## src/rtl/wb_regfile.sv

```systemverilog
// wb_regfile: architectural register file with write-through bypass on both decode read ports,
// a registered debug read port and a committed-write counter.
module wb_regfile #(
    parameter  int XLEN   = 32,
    parameter  int NREGS  = 32,
    parameter  int CNT_W  = 32,
    localparam int ADDR_W = $clog2(NREGS)
) (
    input  logic              clk,
    input  logic              reset,
    input  logic              RegWriteW,
    input  logic [ADDR_W-1:0] RdW,
    input  logic [XLEN-1:0]   ResultW,
    input  logic [ADDR_W-1:0] Rs1D,
    input  logic [ADDR_W-1:0] Rs2D,
    output logic [XLEN-1:0]   RD1D,
    output logic [XLEN-1:0]   RD2D,
    input  logic [ADDR_W-1:0] DbgAddr,
    output logic [XLEN-1:0]   DbgData,
    output logic [CNT_W-1:0]  WbCount
);
    logic [XLEN-1:0]  r_regs [NREGS];
    logic [XLEN-1:0]  r_dbg;
    logic [CNT_W-1:0] r_cnt;
    logic             w_we;
    logic [XLEN-1:0]  w_rd1;
    logic [XLEN-1:0]  w_rd2;
    logic [XLEN-1:0]  w_dbg;

    // x0 and out-of-range addresses read as zero; otherwise a same-cycle write wins over the array.
    function automatic logic [XLEN-1:0] rd_sel(input logic [ADDR_W-1:0] a, input logic we,
                                               input logic [ADDR_W-1:0] rd, input logic [XLEN-1:0] res,
                                               input logic [XLEN-1:0] q);
        return (a == '0 || int'(a) >= NREGS) ? '0 : (we && rd == a) ? res : q;
    endfunction

    always_comb begin
        w_we  = RegWriteW && RdW != '0 && int'(RdW) < NREGS;
        w_rd1 = rd_sel(Rs1D, RegWriteW, RdW, ResultW, r_regs[Rs1D]);
        w_rd2 = rd_sel(Rs2D, RegWriteW, RdW, ResultW, r_regs[Rs2D]);
        w_dbg = rd_sel(DbgAddr, RegWriteW, RdW, ResultW, r_regs[DbgAddr]);
    end

    always_ff @(posedge clk or posedge reset) begin
        if (reset) begin
            for (int i = 0; i < NREGS; i++) r_regs[i] <= '0;
            r_dbg <= '0;
            r_cnt <= '0;
        end else begin
            if (w_we) begin
                r_regs[RdW] <= ResultW;
                r_cnt       <= r_cnt + 1'b1;
            end
            r_dbg <= w_dbg;
        end
    end

    assign RD1D    = w_rd1;
    assign RD2D    = w_rd2;
    assign DbgData = r_dbg;
    assign WbCount = r_cnt;
endmodule

```

## config.mk

```make
export PLATFORM = sky130hd
export DESIGN_NAME = wb_regfile
export DESIGN_NICKNAME = d
export VERILOG_FILES = /design/src/rtl/wb_regfile.sv
export SDC_FILE = /design/constraint.sdc
export NUM_CORES = 2
export LEC_CHECK = 0
export CAP_MARGIN = 20
export CORE_MARGIN = 5
export CORE_UTILIZATION = 63
export CTS_BUF_LIST = sky130_fd_sc_hd__clkbuf_2
export DETAILED_ROUTE_END_ITERATION = 12
export HOLD_SLACK_MARGIN = 0.12
export MAX_ROUTING_LAYER = met4
export PLACE_DENSITY = 0.81
export SETUP_SLACK_MARGIN = 0.2
export SLEW_MARGIN = 5
export SYNTH_ARGS = -nofsm -noshare
export SYNTH_HDL_FRONTEND = slang
export SYNTH_SLANG_ARGS = --single-unit
```

## constraint.sdc

```tcl
create_clock -name clk -period 50.6 [get_ports clk]
set_input_delay 10.12 -clock clk [delete_from_list [all_inputs] [get_ports clk]]
set_output_delay 10.12 -clock clk [all_outputs]
set_load 0.02 [all_outputs]
```

==> summary.txt <==
Critical path
  – Setup crit start kind: input pin
  – CP required: 40.48 ns
  – Critical Path AT: between 15 and 20 ns
  – CP Capture Type: output port
  – WS Path Type: in -> out
  – Critical path peak fanout: 19

Drt
  – Via/cell ratio: 7.88
  – Drt total wl: approximately 230000 µm
  – Routed WL per cell: approximately 36 µm
  – DR vias: about 50000
  – Pre-Repair DR Iteration Count: 9
  – DRT iter0 DRCs: a little over 8000
  – Remaining DRCs: 0
  – Detail Route Antenna Nets: 0

Yosys
  – FFs w/ async S/R, synth: 100%
  – #FFs+latches synth: 1088
  – Sequential area share after synthesis: 41.0%
  – Synth warn: 0
  – Gate Count Post-Synth: 4672
  – Mapped cell area: approximately 0.066 mm²
  – Post-synthesis cell type count: between 60 and 70
  – Ys flop type: dfrtp_1
  – Mapped Nets: roughly 4700
  – Syn_area_per_cell: 14.2 µm²
  – EDFF count, synth: 0

Placed design
  – GPL Wtd Cong: about 0.94
  – DP HPWL: about 140000 µm
  – PortBufs: roughly 180
  – Placed Instances: 5853

STA
  – Slew Limit Fails: 0
  – Setup TNS: 0 ns
  – Worst-margin pin slew: between 1 and 1.5 ns
  – Period utilisation layout: between 40% and 50%
  – Fmax: a little under 0.04 GHz
  – Rel. slew slack: around 17%
  – Minimum clock period: ~25 ns
  – Clock Skew: 0.175 ns
  – Final Setup Violations: 0
  – Unrepaired setup endpoints after global routing: false
  – Final Hold Viols: 0

Power
  – Peak VDD IR: approximately 0.027 mV
  – P per Cell Area: about 35 mW/mm²
  – Leakage: between 30 and 40 nW

Clocking
  – CTS tree: yes
  – Hold buffers post-CTS: 0
  – Clk_lat worst skew: 1.59 ns
  – Worst-path clk slew: about 0.090 ns
  – Post-cts sizing count: 0
  – Root Buffer Master: clkbuf_2
  – Buffer count from post-CTS setup fixing: 0
  – Clock Sinks: about 1100
  – Clk buf depth: 4
  – Cts bufs inserted: roughly 300
  – H-tree levels: 5

Layout
  – Layout cell share with drive strength beyond 1: between 40% and 50%
  – Util after Layout: 68.0%
  – Most frequent cells in the layout: dfrtp_1, mux2_2, mux4_2
  – Most common cell after layout, fill and taps aside: dfrtp_1
  – Non-Filler Instances: 6368
  – Synth-to-Final Area Change: 7.59%
  – Nets: just under 5000

GRT
  – Vias in the first global route: roughly 50000
  – GRT Overall Usage: ~42%
  – Global-route wire length before repair: 338000 µm
  – Initial antenna violation count: 11
  – Largest net degree at the start of global routing: approximately 130
  – Remaining Overflow, GRT: 0

Die
  – Die Ht: between 300 and 400 µm
  – Core Footprint: about 0.10 mm²
  – Chip Width: roughly 330 µm
  – FP Rows: around 120
  – I/O Pins: about 180
  – Die Area: roughly 0.11 mm²
  – Starting Density: a little over three fifths

Min path
  – Hold/Removal Path Class: reg -> reg

Run status
  – Status: finished clean

Run
  – Max-cap violations: 0
critical path: stages:
cell and delay [ns]:
clkdlybuf4s50_1 0.91, xnor2_1 0.57, nand4_1 0.32, nor2_4 0.92, buf_4 0.50, a221oi_1 0.11
a31oi_1 0.78, clkdlybuf4s50_1 0.79
flip-flops by register name (all words and copies together) (netlist names):
name     flops
WbCount     32
r_regs    1024
DbgData     32
power breakdown:
group          switching, mW  internal [mW]
Clock                  0.384          0.243
Combinational          0.305          0.394
Sequential             0.161           1.03
layout make-up:
class | instances | area, µm²
Multi-Input combinational cell | 3020 | 36500
Inverter | 14 | 60.1
Fill cell | 7251 | 33600
Antenna cell | 19 | 47.5
Clock inverter | 84 | 483
Tap cell | 1391 | 1740
Clock buffer | 401 | 2010
Sequential cell | 1088 | 27200
Timing Repair Buffer | 351 | 3320
logic make-up (layout without fill, tap and decap cells):
kind of cell | Yosys count | after routing | share of synthesized area (%)
adder cells (fa/ha/maj) | 1 | 1 | 0.0189
AO/OA/AOI/OAI | 646 | 646 | 7.32
XOR/XNOR | 46 | 46 | 0.607
other | 0 | 19 | 0
multiplexers | 1925 | 1925 | 43.5
flip-flops | 1088 | 1088 | 41.0
buffers and inverters | 564 | 850 | 4.41
AND/OR/NAND/NOR | 402 | 402 | 3.07
stage by stage:
| stage | instance area, µm² | setup slack [ns] | power (mW) | hold slack [ns] |
|---|---|---|---|---|
| 5_1_grt | 71300 | 25.69 | 2.62 | 0.441 |
| 4_1_cts | 71100 | 26.01 | 2.50 | 0.425 |
| 2_1_floorplan | 66300 | 9.85 | 1.67 | 0.458 |
| 3_5_place_dp | 68600 | 26.03 | 1.88 | 0.404 |
| 3_3_place_gp | 68600 | 26.01 | 1.85 | 0.393 |
| 6_report | 71400 | 25.43 | 2.52 | 0.425 |
cell usage after synthesis (62+ instances only):
| cell | number | area share, % |
|---|---|---|
| dfrtp_1 | 1088 | 41 |
| nor2_1 | 98 | 0.55 |
| nand2_1 | 62 | 0.35 |
| o22ai_1 | 93 | 0.88 |
| mux2_2 | 894 | 15 |
| clkbuf_1 | 236 | 1.3 |
| a221oi_1 | 78 | 1.0 |
| a211oi_1 | 109 | 1.2 |
| mux2_1 | 120 | 2.0 |
| mux2i_1 | 245 | 3.7 |
| buf_2 | 151 | 1.1 |
| mux4_2 | 666 | 23 |
per-layer routing:
layer	part of all wire, %	wire length, µm	track usage [%]	up-vias
li1	-	-	-	19000
met1	33	76800	51.8	25400
met2	43	99600	57.9	4526
met3	16	36400	17.8	1276
met4	8.3	19300	28.5	0
met5	0	0	-	-
final timing paths:
| check | cells past startpoint | startpoint | slack [ns] | endpoint |
|---|---|---|---|---|
| setup reg to reg | 5 | r_regs[414] | 48.16 | DbgData[30] |
| hold / removal | 0 | r_regs[1016] | 0.43 | r_regs[1016] |
| max in group asynchronous | 6 | reset | 37.60 | r_regs[1007] |
| hold reg to reg | 0 | r_regs[1016] | 0.43 | r_regs[1016] |
| setup / recovery | 8 | RdW[0] | 25.43 | RD1D[20] |
| min in group asynchronous | 2 | reset | 9.12 | r_regs[621] |
(Power assumes the default switching activity.)
